==> src/rtl/regfile_pkg.sv <==
// Shared types, default sizing and flat-bus slicing helpers for the GPR file.
package regfile_pkg;

    localparam int XLEN_DEF  = 64;
    localparam int NREG_DEF  = 32;
    localparam int NRD_DEF   = 2;
    localparam int NFWD_DEF  = 2;
    localparam int CNT_W_DEF = 2;
    localparam int AW_DEF    = $clog2(NREG_DEF);

    typedef logic [XLEN_DEF-1:0]  xlen_t;
    typedef logic [AW_DEF-1:0]    regidx_t;
    typedef logic [CNT_W_DEF-1:0] sbcnt_t;

    // Low bit of element idx in a flat bus of width-bit elements.
    function automatic int unsigned slice_lo(input int unsigned idx, input int unsigned width);
        return idx * width;
    endfunction

endpackage

==> src/rtl/regfile_scoreboard.sv <==
// Per-register pending-write counters, issue back-pressure and per-port pending lookup.
module regfile_scoreboard
    import regfile_pkg::*;
#(
    parameter int NREG     = NREG_DEF,
    parameter int NRD      = NRD_DEF,
    parameter int CNT_W    = CNT_W_DEF,
    parameter int ZERO_REG = 1,
    localparam int AW      = $clog2(NREG)
) (
    input  logic              clock,
    input  logic              reset_n,
    input  logic              iss_valid,
    input  logic [AW-1:0]     iss_rd,
    output logic              iss_full,
    input  logic              wb_en,
    input  logic [AW-1:0]     wb_addr,
    input  logic              flush,
    input  logic [NRD*AW-1:0] rd_addr,
    output logic [NRD-1:0]    rd_pend
);

    localparam logic [CNT_W-1:0] CNT_MAX = '1;
    localparam logic [CNT_W-1:0] CNT_ONE = CNT_W'(1);

    logic [CNT_W-1:0] cnt_q [NREG];
    logic [CNT_W-1:0] cnt_d [NREG];
    logic             wb_hits_iss;

    assign wb_hits_iss = wb_en && (wb_addr == iss_rd);

    // A saturated destination can only take a new issue if a commit frees a slot this cycle.
    assign iss_full = reset_n && iss_valid && (cnt_q[iss_rd] == CNT_MAX) && !wb_hits_iss;

    // Next counter values: flush wins, otherwise +issue -commit; a commit on an empty counter is a stale drain.
    always_comb begin
        for (int r = 0; r < NREG; r++) begin
            logic inc;
            logic dec;
            inc = iss_valid && (iss_rd == AW'(r)) && !iss_full && !flush
                  && !((ZERO_REG != 0) && (r == 0));
            dec = wb_en && (wb_addr == AW'(r)) && (cnt_q[r] != '0);
            cnt_d[r] = cnt_q[r];
            if (flush) begin
                cnt_d[r] = '0;
            end else if (inc && !dec) begin
                cnt_d[r] = cnt_q[r] + CNT_ONE;
            end else if (dec && !inc) begin
                cnt_d[r] = cnt_q[r] - CNT_ONE;
            end
        end
    end

    // Counter state.
    always_ff @(posedge clock or negedge reset_n) begin
        if (!reset_n) begin
            for (int r = 0; r < NREG; r++) begin
                cnt_q[r] <= '0;
            end
        end else begin
            for (int r = 0; r < NREG; r++) begin
                cnt_q[r] <= cnt_d[r];
            end
        end
    end

    // Pending means writes remain after discounting a same-cycle commit to that register.
    for (genvar p = 0; p < NRD; p++) begin : g_pend
        logic [AW-1:0] addr;
        logic          wb_hit;
        assign addr   = rd_addr[slice_lo(p, AW) +: AW];
        assign wb_hit = wb_en && (wb_addr == addr);
        assign rd_pend[p] = wb_hit ? (cnt_q[addr] > CNT_ONE) : (cnt_q[addr] != '0);
    end

endmodule

==> src/rtl/regfile_sb.sv <==
// GPR array with priority bypass (forward sources, then writeback) and a pending-write scoreboard.
module regfile_sb
    import regfile_pkg::*;
#(
    parameter int XLEN     = XLEN_DEF,
    parameter int NREG     = NREG_DEF,
    parameter int NRD      = NRD_DEF,
    parameter int NFWD     = NFWD_DEF,
    parameter int CNT_W    = CNT_W_DEF,
    parameter int ZERO_REG = 1,
    localparam int AW      = $clog2(NREG)
) (
    input  logic                 clock,
    input  logic                 reset_n,
    input  logic [NRD-1:0]       rd_en,
    input  logic [NRD*AW-1:0]    rd_addr,
    output logic [NRD*XLEN-1:0]  rd_data,
    output logic [NRD-1:0]       rd_busy,
    output logic                 any_busy,
    input  logic                 iss_valid,
    input  logic [AW-1:0]        iss_rd,
    output logic                 iss_full,
    input  logic [NFWD-1:0]      fwd_valid,
    input  logic [NFWD-1:0]      fwd_ready,
    input  logic [NFWD*AW-1:0]   fwd_addr,
    input  logic [NFWD*XLEN-1:0] fwd_data,
    input  logic                 wb_en,
    input  logic [AW-1:0]        wb_addr,
    input  logic [XLEN-1:0]      wb_data,
    input  logic                 flush
);

    logic [XLEN-1:0] gpr_q [NREG];
    logic [NRD-1:0]  rd_pend;
    logic            wb_writes;

    regfile_scoreboard #(
        .NREG     (NREG),
        .NRD      (NRD),
        .CNT_W    (CNT_W),
        .ZERO_REG (ZERO_REG)
    ) u_sb (
        .clock     (clock),
        .reset_n   (reset_n),
        .iss_valid (iss_valid),
        .iss_rd    (iss_rd),
        .iss_full  (iss_full),
        .wb_en     (wb_en),
        .wb_addr   (wb_addr),
        .flush     (flush),
        .rd_addr   (rd_addr),
        .rd_pend   (rd_pend)
    );

    // Commits land even during a flush; flush only forgets pending bookkeeping.
    assign wb_writes = wb_en && !((ZERO_REG != 0) && (wb_addr == '0));

    // Storage array.
    always_ff @(posedge clock or negedge reset_n) begin
        if (!reset_n) begin
            for (int r = 0; r < NREG; r++) begin
                gpr_q[r] <= '0;
            end
        end else if (wb_writes) begin
            gpr_q[wb_addr] <= wb_data;
        end
    end

    for (genvar p = 0; p < NRD; p++) begin : g_rd
        logic [AW-1:0]   addr;
        logic [XLEN-1:0] val;
        logic            busy;
        logic            fwd_hit;
        logic            fwd_rdy;

        assign addr = rd_addr[slice_lo(p, AW) +: AW];

        // Bypass priority: zero register, youngest matching forward, writeback, array.
        always_comb begin
            val     = gpr_q[addr];
            busy    = rd_pend[p];
            fwd_hit = 1'b0;
            fwd_rdy = 1'b0;
            if (wb_en && (wb_addr == addr)) begin
                val = wb_data;
            end
            // Walk oldest to youngest so the lowest index overrides.
            for (int i = NFWD - 1; i >= 0; i--) begin
                if (fwd_valid[i] && (fwd_addr[slice_lo(i, AW) +: AW] == addr)) begin
                    fwd_hit = 1'b1;
                    fwd_rdy = fwd_ready[i];
                    val     = fwd_data[slice_lo(i, XLEN) +: XLEN];
                end
            end
            if (fwd_hit) begin
                busy = !fwd_rdy;
            end
            if ((ZERO_REG != 0) && (addr == '0)) begin
                val  = '0;
                busy = 1'b0;
            end
        end

        assign rd_data[slice_lo(p, XLEN) +: XLEN] = val;
        // Busy is held low while in reset regardless of forward inputs.
        assign rd_busy[p] = reset_n && rd_en[p] && busy;
    end

    assign any_busy = |rd_busy;

endmodule

==> config.mk <==
export PLATFORM = sky130hd
export DESIGN_NAME = regfile_sb
export DESIGN_NICKNAME = d
export VERILOG_FILES = /design/src/rtl/regfile_pkg.sv /design/src/rtl/regfile_scoreboard.sv /design/src/rtl/regfile_sb.sv
export SDC_FILE = /design/constraint.sdc
export NUM_CORES = 2
export LEC_CHECK = 0
export CORE_ASPECT_RATIO = 1.4
export CORE_MARGIN = 2
export CORE_UTILIZATION = 55
export CTS_CLUSTER_SIZE = 12
export DETAILED_ROUTE_END_ITERATION = 6
export PLACE_DENSITY = 0.79
export SLEW_MARGIN = 5
export SYNTH_ARGS = -nofsm -noshare
export SYNTH_HDL_FRONTEND = slang
export SYNTH_SLANG_ARGS = --single-unit
==> constraint.sdc <==
create_clock -name clock -period 4.6 [get_ports clock]
set_input_delay 0.69 -clock clock [delete_from_list [all_inputs] [get_ports clock]]
set_output_delay 0.69 -clock clock [all_outputs]
set_load 0.02 [all_outputs]
==> impl_metrics.env <==
export IMPL_status="finished, violations left"
export IMPL_violations="DRC, setup timing"
export IMPL_cpPeakStageDelay_ps=560
export IMPL_power_uw=53600
export IMPL_finalHoldViolCount=0
export IMPL_nets=9396
export IMPL_cts_tree="built"
export IMPL_grt_pass1_vias=91471
export IMPL_worstPathCellList="buf_8 > buf_12 > buf_4 > mux4_2 > mux4_2 > o22ai_1 > a2bb2oi_1 > buf_4 > a21oi_1 > clkdlybuf4s50_1"
export IMPL_skew_ps=22.8
export IMPL_clkSinkCount=2112
export IMPL_first_pass_iters=7
export IMPL_powerDensity_mw_per_mm2=403
export IMPL_multi_input_area_mm2=0.0602
export IMPL_fp_row_count=200
export IMPL_cp_top_family="buffers and inverters"
export IMPL_netlist_cell_type_count=55
export IMPL_dr_first_iter_drc_count=11613
export IMPL_gp_congestion=0.934
export IMPL_required_ps=3910
export IMPL_hold_class="reg -> reg"
export IMPL_rrSetupSlack_ps=1970
export IMPL_timing_rr_end="u_sb.cnt_q[55]"
export IMPL_ys_ff_latch=2112
export IMPL_vias_per_cell=7.21
export IMPL_final_cell_mix="nand2_1 (2167), dfrtp_1 (2112), mux4_2 (1324)"
export IMPL_cts_root_buffer_cell="clkbuf_16"
export IMPL_synth_edf_count=0
export IMPL_clk_pin_slew_worst_paths_ps=60
export IMPL_syn_avg_cell_area_um2=12.9
export IMPL_overflow=0
export IMPL_arrival_ps=3940
export IMPL_async_flop_share_pct=100
export IMPL_port_buffers=364
export IMPL_area_growth_syn_to_layout_pct=13.7
export IMPL_clock_path_buffers=4
export IMPL_timing_fmax_mhz=216
export IMPL_syn_nets=9259
export IMPL_netlist_area_mm2=0.117
export IMPL_n_fill_cell=14689
export IMPL_ir_drop_mv=0.330
export IMPL_grt_pass1_wl_um=599000
export IMPL_p_leak_uw=0.0583
export IMPL_synthFlopType="dfrtp_1"
export IMPL_crit_buf_inv=5
export IMPL_holdCritStartpoint="gpr_q[2034]"
export IMPL_htree_levels=4
export IMPL_post_route_period_util_pct=101
export IMPL_dp_hpwl_um=244000
export IMPL_yosysWarnings=0
export IMPL_numCtsBuffers=211
export IMPL_die_area_mm2=0.216
export IMPL_hold_depth=0
export IMPL_worst_slack_ps=-26.8
export IMPL_slew_headroom_pct=20.8
export IMPL_yosysSeqAreaShare_pct=45.3
export IMPL_wl_um=406000
export IMPL_coreArea_mm2=0.211
export IMPL_die_h_um=549
export IMPL_setup_viol=2
export IMPL_slew_violations=0
export IMPL_fp_dieW_um=393
export IMPL_ioPinCount=365
export IMPL_ant_nets=0
export IMPL_start_util_pct=55.2
export IMPL_vias=87011
export IMPL_seq_area_mm2=0.0529
export IMPL_r2r_start="u_sb.cnt_q[57]"
export IMPL_fin_hold_ws_ps=392
export IMPL_worst_slew_pin_slew_ps=1190
export IMPL_cap_violations=0
export IMPL_worstSetupPathType="in -> out"
export IMPL_end_kind="output port"
export IMPL_insertion_delay_ps=890
export IMPL_track_usage_pct=37.6
export IMPL_netlist_instances=9025
export IMPL_grt_start_max_net_pins=204
export IMPL_rsz0062_at_grt="true"
export IMPL_worst_setup_path_start_kind="primary input"
export IMPL_cp_slowest_cell="clkdlybuf4s50_1"
export IMPL_final_common_cell="nand2_1"
export IMPL_holdPathEnd="gpr_q[2034]"
export IMPL_crit_fanout=30
export IMPL_wl_per_cell_um=33.7
export IMPL_drive_gt1_share_pct=38.2
export IMPL_antenna_found_initial=25
export IMPL_remaining_drc_errors=1
export IMPL_cp_depth=10
export IMPL_r2r_worst_path_cells=7
export IMPL_period_needed_ps=4630
==> through the flow <==
step                worst slack [ps]  instance area [um2]  setup TNS [ps]  utilization, %  std cells
floorplan                       1090               117000               0               -       9025
global placement               -40.0               127000           -74.2            59.9      11776
detailed placement             -15.4               127000           -32.1            59.9      11776
CTS                             6.43               133000               0            62.8      12052
global route                   -14.1               133000           -35.9            62.8      12053
finish                         -26.8               133000           -52.1            62.8      12066
==> metal layers <==
layer  routed length (um)  global-route usage, %  up-vias
met5                  168                  0.198        -
li1                     -                      -    33393
met2               180000                   55.9     7100
met4                35400                   27.1       18
met3                58600                   13.3     2176
met1               132000                   45.7    44324
==> where the power goes <==
group	leakage, uW	switching [uW]	internal, uW
combinational	0.0281	5450	7430
sequential	0.0273	2600	21900
clock	0.00292	7290	8830
==> area by class of cell <==
| cell class | instances | share of cell area [%] |
|---|---|---|
| sequential | 2112 | 39.8 |
| multi-input combinational | 5912 | 45.4 |
| clock inverter | 16 | 0.159 |
| inverter | 16 | 0.0678 |
| tap | 2828 | 2.66 |
| timing repair buffer | 909 | 7.60 |
| antenna | 14 | 0.0264 |
| clock buffer | 259 | 4.31 |
==> state kept, by name, summed over array words and instances, names as in the netlist <==
name,cells
u_sb.cnt_q,64
gpr_q,2048
==> cells by family (layout without fill, tap and decap cells) <==
kind of cell / after synthesis / in the layout / synth area share (%)
fa+ha+maj: 1 / 1 / 0.0107
simple gates: 2424 / 2424 / 8.17
flops: 2112 / 2112 / 45.3
compound gates: 787 / 787 / 4.33
buf+inv: 1001 / 1200 / 3.60
xor+xnor: 67 / 67 / 0.503
other cells: 0 / 14 / 0
mux: 2633 / 2633 / 38.1
==> worst max-delay path by stage <==
stage          startpoint           end
5_1_grt        rd_addr[5]      any_busy
2_1_floorplan  rd_addr[0]    rd_data[1]
4_1_cts        rd_addr[5]   rd_data[81]
6_report       rd_addr[5]  rd_data[112]
3_5_place_dp   rd_addr[5]   rd_data[77]
3_3_place_gp   rd_addr[3]   rd_data[52]
==> repair_timing <==
item	in CTS	in global routing
setup endpoints to repair	4	13
endpoints found under the hold margin	82	0
gates cloned	0	0
resized for setup	4	13
setup buffers	0	0
hold buffers	1	0
==> synthesized netlist by cell type (18+ instances only) <==
| master | count | area (um2) |
|---|---|---|
| nand2_1 | 2185 | 8200 |
| dfrtp_1 | 2112 | 52900 |
| mux4_2 | 1324 | 29800 |
| mux2_2 | 1280 | 14400 |
| clkbuf_1 | 686 | 2570 |
| o21ai_0 | 271 | 1360 |
| buf_2 | 210 | 1050 |
| a21oi_1 | 173 | 866 |
| o22ai_1 | 129 | 807 |
| a2bb2oi_1 | 128 | 1120 |
| nor2_1 | 84 | 315 |
| buf_1 | 56 | 210 |
| xor2_1 | 51 | 447 |
| nor2b_1 | 34 | 213 |
| mux2i_1 | 29 | 290 |
| nand3_1 | 24 | 120 |
| buf_4 | 18 | 135 |
| nor3_1 | 18 | 90.1 |
| nor3b_1 | 18 | 135 |
(Power assumes the default switching activity.)
